**src/rtl/multi_phase_seq_if.sv**
```systemverilog
// -----------------------------------------------------------------------------
// multi_phase_seq_if
//   Bundles the instruction-field inputs and phase/control outputs of the
//   multi-phase instruction sequencer.
//
//   master : datapath side, drives the IR fields, ALU flag and memory handshake.
//   slave  : sequencer side (multi_phase_seq), drives the phase strobes and
//            control outputs.
//
//   Signals
//     Op[5:0]        opcode field from IR, valid from the first P1 cycle
//     IRFunc[5:0]    R-type function field from IR, valid with Op
//     OV             ALU overflow flag, meaningful during P2
//     MemReady       memory handshake, high = access complete this cycle
//     P0..P4         one-hot phase strobes: fetch/decode/execute/memory/writeback
//     P              halt/illegal-opcode indicator
//     Func[5:0]      ALU function code for the current instruction
//     WrEn           register-file write enable
//     Done           single-cycle retire pulse
//     InstrCnt[15:0] retired-instruction counter
// -----------------------------------------------------------------------------
interface multi_phase_seq_if;
  logic [5:0]  Op;
  logic [5:0]  IRFunc;
  logic        OV;
  logic        MemReady;
  logic        P0;
  logic        P1;
  logic        P2;
  logic        P3;
  logic        P4;
  logic        P;
  logic [5:0]  Func;
  logic        WrEn;
  logic        Done;
  logic [15:0] InstrCnt;

  modport master (
    output Op, IRFunc, OV, MemReady,
    input  P0, P1, P2, P3, P4, P, Func, WrEn, Done, InstrCnt
  );

  modport slave (
    input  Op, IRFunc, OV, MemReady,
    output P0, P1, P2, P3, P4, P, Func, WrEn, Done, InstrCnt
  );
endinterface

```
**src/rtl/multi_phase_seq.sv**
```systemverilog
// -----------------------------------------------------------------------------
// multi_phase_seq
//   Five-phase instruction sequencer (fetch, decode, execute, memory,
//   writeback) with a sticky halt state for illegal opcodes.
//
//   Ports
//     clk   sole clock, rising edge
//     clr   synchronous active-low reset
//     bus   multi_phase_seq_if.slave: IR fields, OV and MemReady in;
//           phase strobes P0..P4/P, Func, WrEn, Done, InstrCnt out
//
//   Phase sequences
//     R-type, addi, lw : S0-S1-S2-S3-S4
//     sw               : S0-S1-S2-S3
//     beq, j           : S0-S1-S2
//     anything else    : S0-S1-SH (held until reset)
//
//   Build option
//     MEM_STALL_EN  when defined, S0 (instruction fetch) and the S3 memory
//                   phase of lw/sw hold until MemReady=1. When undefined,
//                   MemReady is ignored and every phase lasts one cycle.
// -----------------------------------------------------------------------------
module multi_phase_seq (
  input logic              clk,
  input logic              clr,
  multi_phase_seq_if.slave bus
);

  // One-hot encoding so the phase strobes come straight from the state flops.
  typedef enum logic [5:0] {
    S0 = 6'b000001,
    S1 = 6'b000010,
    S2 = 6'b000100,
    S3 = 6'b001000,
    S4 = 6'b010000,
    SH = 6'b100000
  } state_t;

  localparam logic [5:0] OP_RTYPE = 6'b000000;
  localparam logic [5:0] OP_ADDI  = 6'b001000;
  localparam logic [5:0] OP_LW    = 6'b100011;
  localparam logic [5:0] OP_SW    = 6'b101011;
  localparam logic [5:0] OP_BEQ   = 6'b000100;
  localparam logic [5:0] OP_J     = 6'b000010;

  localparam logic [5:0] FN_ADD   = 6'b100000;
  localparam logic [5:0] FN_SUB   = 6'b100010;

  state_t      state;
  logic [5:0]  opReg;
  logic [5:0]  fnReg;
  logic        ovReg;
  logic [15:0] instrCnt;

  logic        memOk;
  logic        done;
  logic        wrEn;
  logic [5:0]  func;

`ifdef MEM_STALL_EN
  assign memOk = bus.MemReady;
`else
  logic unusedMemReady;
  assign unusedMemReady = bus.MemReady;
  assign memOk          = 1'b1;
`endif

  function automatic logic [5:0] decodeFunc(input logic [5:0] op, input logic [5:0] fn);
    logic [5:0] f;
    case (op)
      OP_RTYPE:              f = fn;
      OP_LW, OP_SW, OP_ADDI: f = FN_ADD;
      OP_BEQ:                f = FN_SUB;
      default:               f = '0;
    endcase
    return f;
  endfunction

  // The IR fields only become valid in S1 and are captured at the end of that
  // cycle, so S1 decodes the live fields and later phases use the captured copy.
  always_comb begin
    func = '0;
    done = 1'b0;
    wrEn = 1'b0;
    case (state)
      S1: func = decodeFunc(bus.Op, bus.IRFunc);
      S2: begin
        func = decodeFunc(opReg, fnReg);
        done = (opReg == OP_BEQ) || (opReg == OP_J);
      end
      S3: begin
        func = decodeFunc(opReg, fnReg);
        done = (opReg == OP_SW) && memOk;
      end
      S4: begin
        // Only R-type, addi and lw reach S4; lw ignores overflow.
        func = decodeFunc(opReg, fnReg);
        done = 1'b1;
        wrEn = (opReg == OP_LW) || !ovReg;
      end
      default: ;
    endcase
  end

  always_ff @(posedge clk) begin
    if (!clr) begin
      state    <= S0;
      opReg    <= '0;
      fnReg    <= '0;
      ovReg    <= 1'b0;
      instrCnt <= '0;
    end else begin
      instrCnt <= instrCnt + {15'd0, done};
      case (state)
        S0: begin
          if (memOk) state <= S1;
        end
        S1: begin
          opReg <= bus.Op;
          fnReg <= bus.IRFunc;
          case (bus.Op)
            OP_RTYPE, OP_ADDI, OP_LW, OP_SW, OP_BEQ, OP_J: state <= S2;
            default:                                       state <= SH;
          endcase
        end
        S2: begin
          if ((opReg == OP_BEQ) || (opReg == OP_J)) begin
            state <= S0;
            ovReg <= 1'b0;
          end else begin
            state <= S3;
            ovReg <= bus.OV;
          end
        end
        S3: begin
          if (opReg == OP_SW) begin
            if (memOk) begin
              state <= S0;
              ovReg <= 1'b0;
            end
          end else if (opReg == OP_LW) begin
            if (memOk) state <= S4;
          end else begin
            state <= S4;
          end
        end
        S4: begin
          state <= S0;
          ovReg <= 1'b0;
        end
        SH:      state <= SH;
        default: state <= S0;
      endcase
    end
  end

  assign bus.P0       = state[0];
  assign bus.P1       = state[1];
  assign bus.P2       = state[2];
  assign bus.P3       = state[3];
  assign bus.P4       = state[4];
  assign bus.P        = state[5];
  assign bus.Func     = func;
  assign bus.WrEn     = wrEn;
  assign bus.Done     = done;
  assign bus.InstrCnt = instrCnt;

endmodule
```
**src/flat_wrapper.sv**
```systemverilog
// flat-port wrapper written by rule: the top's interface ports become plain ports
module multi_phase_seq_flat 
  (clk, clr, bus_Op, bus_IRFunc, bus_OV, bus_MemReady, bus_P0, bus_P1, bus_P2, bus_P3, bus_P4, bus_P, bus_Func, bus_WrEn, bus_Done, bus_InstrCnt);
  multi_phase_seq_if bus_i ();
  input logic clk;
  input logic clr;
  input wire logic [$bits(bus_i.Op)-1:0] bus_Op;
  input wire logic [$bits(bus_i.IRFunc)-1:0] bus_IRFunc;
  input wire logic [$bits(bus_i.OV)-1:0] bus_OV;
  input wire logic [$bits(bus_i.MemReady)-1:0] bus_MemReady;
  output wire logic [$bits(bus_i.P0)-1:0] bus_P0;
  output wire logic [$bits(bus_i.P1)-1:0] bus_P1;
  output wire logic [$bits(bus_i.P2)-1:0] bus_P2;
  output wire logic [$bits(bus_i.P3)-1:0] bus_P3;
  output wire logic [$bits(bus_i.P4)-1:0] bus_P4;
  output wire logic [$bits(bus_i.P)-1:0] bus_P;
  output wire logic [$bits(bus_i.Func)-1:0] bus_Func;
  output wire logic [$bits(bus_i.WrEn)-1:0] bus_WrEn;
  output wire logic [$bits(bus_i.Done)-1:0] bus_Done;
  output wire logic [$bits(bus_i.InstrCnt)-1:0] bus_InstrCnt;
  assign bus_i.Op = bus_Op;
  assign bus_i.IRFunc = bus_IRFunc;
  assign bus_i.OV = bus_OV;
  assign bus_i.MemReady = bus_MemReady;
  assign bus_P0 = bus_i.P0;
  assign bus_P1 = bus_i.P1;
  assign bus_P2 = bus_i.P2;
  assign bus_P3 = bus_i.P3;
  assign bus_P4 = bus_i.P4;
  assign bus_P = bus_i.P;
  assign bus_Func = bus_i.Func;
  assign bus_WrEn = bus_i.WrEn;
  assign bus_Done = bus_i.Done;
  assign bus_InstrCnt = bus_i.InstrCnt;
  multi_phase_seq u_core (.clk(clk), .clr(clr), .bus(bus_i));
endmodule
```
**config.mk**
```make
export PLATFORM = sky130hd
export DESIGN_NAME = multi_phase_seq_flat
export DESIGN_NICKNAME = d
export VERILOG_FILES = /design/src/rtl/multi_phase_seq_if.sv /design/src/rtl/multi_phase_seq.sv /design/src/flat_wrapper.sv
export SDC_FILE = /design/constraint.sdc
export NUM_CORES = 1
export LEC_CHECK = 0
export ABC_AREA = 1
export CAP_MARGIN = 10
export CELL_PAD_IN_SITES_DETAIL_PLACEMENT = 1
export CELL_PAD_IN_SITES_GLOBAL_PLACEMENT = 2
export CORE_ASPECT_RATIO = 2
export CORE_MARGIN = 2
export CORE_UTILIZATION = 28
export CTS_CLUSTER_DIAMETER = 40
export CTS_CLUSTER_SIZE = 10
export DETAILED_ROUTE_END_ITERATION = 10
export GPL_ROUTABILITY_DRIVEN = 0
export PLACE_DENSITY = 0.94
export SLEW_MARGIN = 30
export SYNTH_ARGS = -nofsm -noshare
export SYNTH_HDL_FRONTEND = slang
export SYNTH_SLANG_ARGS = --single-unit
```
**constraint.sdc**
```tcl
create_clock -name clk -period 5.45 [get_ports clk]
set_clock_uncertainty 0.1 [all_clocks]
set_input_delay 0.545 -clock clk [delete_from_list [all_inputs] [get_ports clk]]
set_output_delay 0.545 -clock clk [all_outputs]
set_load 0.01 [all_outputs]
```
# Yosys cells after proc, flatten, opt, wreduce, memory -nomap -nowiden

Cells that the tools add are included.

Muxes and demuxes: 12
Reduce and logical (&&, ||, !) cells: 11
Add/subtract/negate cells: 1
Eq/ne operators: 17

Operator list:

| operator             | number |
|---|---|
| $pmux W6 S3          | 2 |
| $eq A6 B6 Y1 const B | 5 |
| $pmux W6 S5          | 1 |
| $eq A6 B2 Y1 const B | 3 |
| $eq A6 B3 Y1 const B | 3 |
| $eq A6 B4 Y1 const B | 3 |
| $add A16 B1 Y16      | 1 |
| $logic_not A6 Y1     | 2 |
| $pmux W6 S2          | 1 |
| $reduce_or A3 Y1     | 3 |
| $eq A6 B1 Y1 const B | 1 |
| $eq A6 B5 Y1 const B | 1 |
| $mux W6              | 1 |
| $pmux W1 S3          | 2 |
| $reduce_or A6 Y1     | 1 |
| $mux W5              | 1 |
| $mux W4              | 1 |
| $mux W1              | 3 |
| $reduce_bool A3 Y1   | 1 |
| $logic_or A1 B1 Y1   | 2 |
| $ne A2 B1 Y1 const B | 1 |
| $reduce_and A2 Y1    | 1 |
| $logic_not A1 Y1     | 1 |

Bits in registers: 35
Word-level logic and storage cells: 46
Bits of input ports: 16

# Longest topological paths before layout

Depth after elaboration: 4
Gate-level depth with buffers: 15
Gate-level depth less buffers: 15

# Worst setup path before layout

Ideal clock, no wire load.

Path type: flip-flop to flip-flop
Start: register u_core.state[3]
End: register u_core.instrCnt[14] (netlist: u_core.bus.InstrCnt[14])
Cell stages (with the launch flop): 14
Arrival time: 2062 ps
Slack: 3172 ps
Period minus slack after synthesis: 2278 ps
Required time: 5233 ps
Setup time: 117 ps
Cells stage by stage: dfxtp_1 inv_1 nor2_2 nand3_2 nor2_1 a21oi_1 nand2_1 ha_1 ha_1 nand2_1 nor3_4 nand3_1 o21ai_0 nor2_1

Longest elaborated chain between the ends: 3
Elaborated cells between the ends (all ways): 5

Ends and longest elaborated chain:

| item                                       | RTL line               | text |
|---|---|---|
| start, declared                            | multi_phase_seq.sv:49  | `state_t state;` |
| start signal, assigned                     | multi_phase_seq.sv:107 | `state <= S0;` |
| start signal, assigned                     | multi_phase_seq.sv:116 | `if (memOk) state <= S1;` |
| start signal, assigned                     | multi_phase_seq.sv:122 | `OP_RTYPE, OP_ADDI, OP_LW, OP_SW, OP_BEQ, OP_J: state <= S2;` |
| $eq A6 B5 Y1, or another cell as far along | multi_phase_seq.sv:85  | `case (state)` |
| $pmux W1 S3 *                              | multi_phase_seq.sv:85  |  |
| via bus_Done                               | flat_wrapper.sv:19     | `output wire logic [$bits(bus_i.Done)-1:0] bus_Done;` |
| $add A16 B1 Y16 *                          | multi_phase_seq.sv:113 | `instrCnt <= instrCnt + {15'd0, done};` |
| end signal, assigned                       | multi_phase_seq.sv:113 |  |
| end, declared                              | multi_phase_seq.sv:53  | `logic [15:0] instrCnt;` |

Mark *: on every way through the listed nets, which the timed path passes. The rest lies on a longest branch.
A chain may end at the register's enable or synchronous reset.

# Worst setup path after layout

Start: input port bus_Op[5]
End: output port bus_Func[3]

Longest elaborated chain between the ends: 4
Elaborated cells between the ends (all ways): 8

Ends and longest elaborated chain:

| item                                                | RTL line              | text |
|---|---|---|
| start, declared                                     | flat_wrapper.sv:7     | `input wire logic [$bits(bus_i.Op)-1:0] bus_Op;` |
| $eq A6 B4 Y1 / $eq A6 B6 Y1 (equally long branches) | multi_phase_seq.sv:70 | `case (op)` |
| $reduce_or A3 Y1                                    | multi_phase_seq.sv:70 |  |
| $pmux W6 S3 *                                       | multi_phase_seq.sv:70 |  |
| $pmux W6 S2 *                                       | multi_phase_seq.sv:85 |  |
| end, declared                                       | flat_wrapper.sv:17    | `output wire logic [$bits(bus_i.Func)-1:0] bus_Func;` |

Mark *: on every way between the ends. The rest lies on a longest branch, timed or not.

==> results.json <==
{
  "outcome": "finished clean",
  "finalCriticalPeriod_ns": 3.045,
  "clk_pin_slew_ns": 0.05,
  "antenna_found_initial": 0,
  "yosys_warnings": 0,
  "cts_resized": 0,
  "numCtsBuffers": 5,
  "grt-ovfl-total": 0,
  "final_common_cell": "nand2_1",
  "hold_violations": 0,
  "dp_hpwl_um": 4063,
  "cts-root-buf": "clkbuf_16",
  "cts_tree": "built",
  "synth_largest_area_cell": "dfxtp_1",
  "vias_per_cell": 4.647,
  "row_count": 42,
  "pre_cts_ws_ns": 2.376,
  "syn_area_um2": 1891,
  "fmax_mhz": 328.4,
  "path_max_fanout": 4,
  "fin_area_um2": 2542,
  "grt_max_degree": 24,
  "dieHeight_um": 120.2,
  "hold_ws_ns": 0.3665,
  "drive_gt1_share_pct": 8.589,
  "antenna_left": 0,
  "dieArea_um2": 7465,
  "areaGrowthSynthToFinish_pct": 34.48,
  "min_from": "u_core.fnReg[4]",
  "syn_area_per_cell_um2": 6.752,
  "setup_viol": 0,
  "synth_top_area_share_pct": 37.06,
  "cts_buffer_depth": 2,
  "clock_latency_ns": 0.28,
  "synth.area.top_cells": "dfxtp_1 37%, nand2_1 13%, nor2_1 8.7%, inv_1 6.8%, nand3_1 6.6%",
  "p_leak_nw": 1.078,
  "r2r-start": "u_core.state[3]",
  "grt_pass1_wl_um": 8576,
  "placed_area_um2": 2399,
  "io_buffer_count": 44,
  "slew_headroom_pct": 66.38,
  "first_iter_violations": 46,
  "p_total_mw": 0.6492,
  "critPathLaunchType": "input port",
  "crit_arrival_ns": 2.40,
  "num_antenna_cells": 0,
  "vias": 1924,
  "min_path_type": "reg -> reg",
  "drt_pass1_iterations": 4,
  "p_per_area_nw_per_um2": 255.4,
  "rsz0062_at_grt": "no",
  "reg2reg_slack_ns": 2.95,
  "hold_buffers": 0,
  "nets": 344,
  "cts_max_level": 2,
  "grt_pass1_vias": 1903,
  "cp-end-kind": "primary output",
  "post-cts-setup-buffers": 0,
  "fp.dieW_um": 62.11,
  "post-route-drc-count": 0,
  "finalSetupTns_ns": 0,
  "final_max_slew_viol_count": 0,
  "timing.rr.end": "u_core.bus.InstrCnt[14]",
  "core-area_um2": 6569,
  "finalCritPeriodShare_pct": 55.87,
  "whs_endpoint": "u_core.fnReg[4]",
  "fin_ws_ns": 2.405,
  "grt_usage_pct": 14.62,
  "synthesis.nets": 298,
  "initial_core_util_pct": 28.78,
  "ys_seq_elements": 35,
  "ys_seq_area_share_pct": 37.06,
  "clock_sinks": 35,
  "rr_worst_depth": 13,
  "wirelength_um": 5207,
  "critPathKind": "in -> out",
  "worst_pin_slew_ns": 0.5038,
  "wl_per_cell_um": 12.58,
  "peakVddDrop_v": 0.0001461,
  "synth_cell_type_count": 30,
  "io_pins": 46,
  "max_cap_viol_count": 0,
  "final_cell_mix": "64 x nand2_1, 44 x nor2_1, 44 x clkdlybuf4s50_1, 35 x dfxtp_1, 34 x inv_1",
  "hold_depth": 2,
  "required_ns": 4.81,
  "synthCells": 280
}
==> kinds of logic after synthesis <==
| group | count (synthesis) | share of synthesized area (%) |
|---|---|---|
| buffers and inverters | 43 | 9.993 |
| flip-flops | 35 | 37.06 |
| XOR/XNOR | 2 | 0.9267 |
| AO/OA/AOI/OAI | 39 | 10.72 |
| adder cells (fa/ha/maj) | 2 | 1.323 |
| AND/OR/NAND/NOR | 159 | 39.97 |
==> final cells by class <==
class | count | area, µm²
Inverter | 37 | 138.9
Sequential cell | 35 | 700.7
Multi-Input combinational cell | 202 | 1001
Timing Repair Buffer | 45 | 447.9
Fill cell | 829 | 4026
Clock inverter | 1 | 5.005
Clock buffer | 6 | 138.9
Tap cell | 88 | 110.1
==> metrics by stage <==
| step | util, % | cells |
|---|---|---|
| 4_1_cts | 38.70 | 414 |
| 6_report | 38.70 | 414 |
| 3_3_place_gp | 36.51 | 407 |
| 2_1_floorplan | - | 280 |
| 5_1_grt | 38.70 | 414 |
| 3_5_place_dp | 36.51 | 407 |
==> worst max-delay path, stage by stage <==
cell and delay [ns]:
clkdlybuf4s50_1 0.47, inv_1 0.08, nand2_1 0.04, nor2_1 0.14
nand2_1 0.14, nor2_1 0.25, nand3_1 0.11, nand2_1 0.08
clkdlybuf4s50_1 0.53
==> Yosys cell counts <==
master and count:
nand2_2 1, a21oi_1 21, xor2_1 2, buf_8 1, nand2_1 64, nand3_1 25, nor2_1 44, a31oi_1 2
clkbuf_1 2, ha_1 2, o21a_1 1, nor4_1 1, nor3_1 4, buf_6 2, inv_1 34, nor3_2 1
nor2_2 5, nor3_4 1, nand2_4 2, o31ai_1 1, buf_2 1, nand4_4 1, nand3b_1 1, nand4_1 3
nor2_4 4, dfxtp_1 35, o21ai_1 1, o21ai_0 13, nand3_2 2, inv_2 3
==> worst max-delay path by stage <==
stage                               start                 endpoint  slack, ns  cells after the start
after floorplan           u_core.state[3]  u_core.bus.InstrCnt[14]       3.17                     13
after global placement          bus_Op[5]              bus_Func[3]       2.38                      9
after detailed placement        bus_Op[5]              bus_Func[3]       2.38                      9
after CTS                       bus_Op[5]              bus_Func[3]       2.36                      9
after global routing            bus_Op[5]              bus_Func[3]       2.23                      9
final                           bus_Op[5]              bus_Func[3]       2.41                      9
==> state kept, by name (all words and copies together) (netlist names) <==
name / flops
u_core.bus.InstrCnt: 16
u_core.fnReg: 6
u_core.opReg: 6
u_core.ovReg: 1
u_core.state: 6
==> where the power goes <==
group          internal (mW)  total [mW]  switching (mW)
combinational         0.0342      0.0872          0.0530
clock                  0.178       0.287           0.109
sequential             0.266       0.275         0.00930
==> layer usage <==
layer | routed length (µm) | global-route usage [%]
met1 | 1970 | 13.67
met3 | 157 | 2.977
met5 | 0 | 0
met4 | 116 | 7.361
met2 | 2962 | 29.14
(Power assumes the default switching activity.)
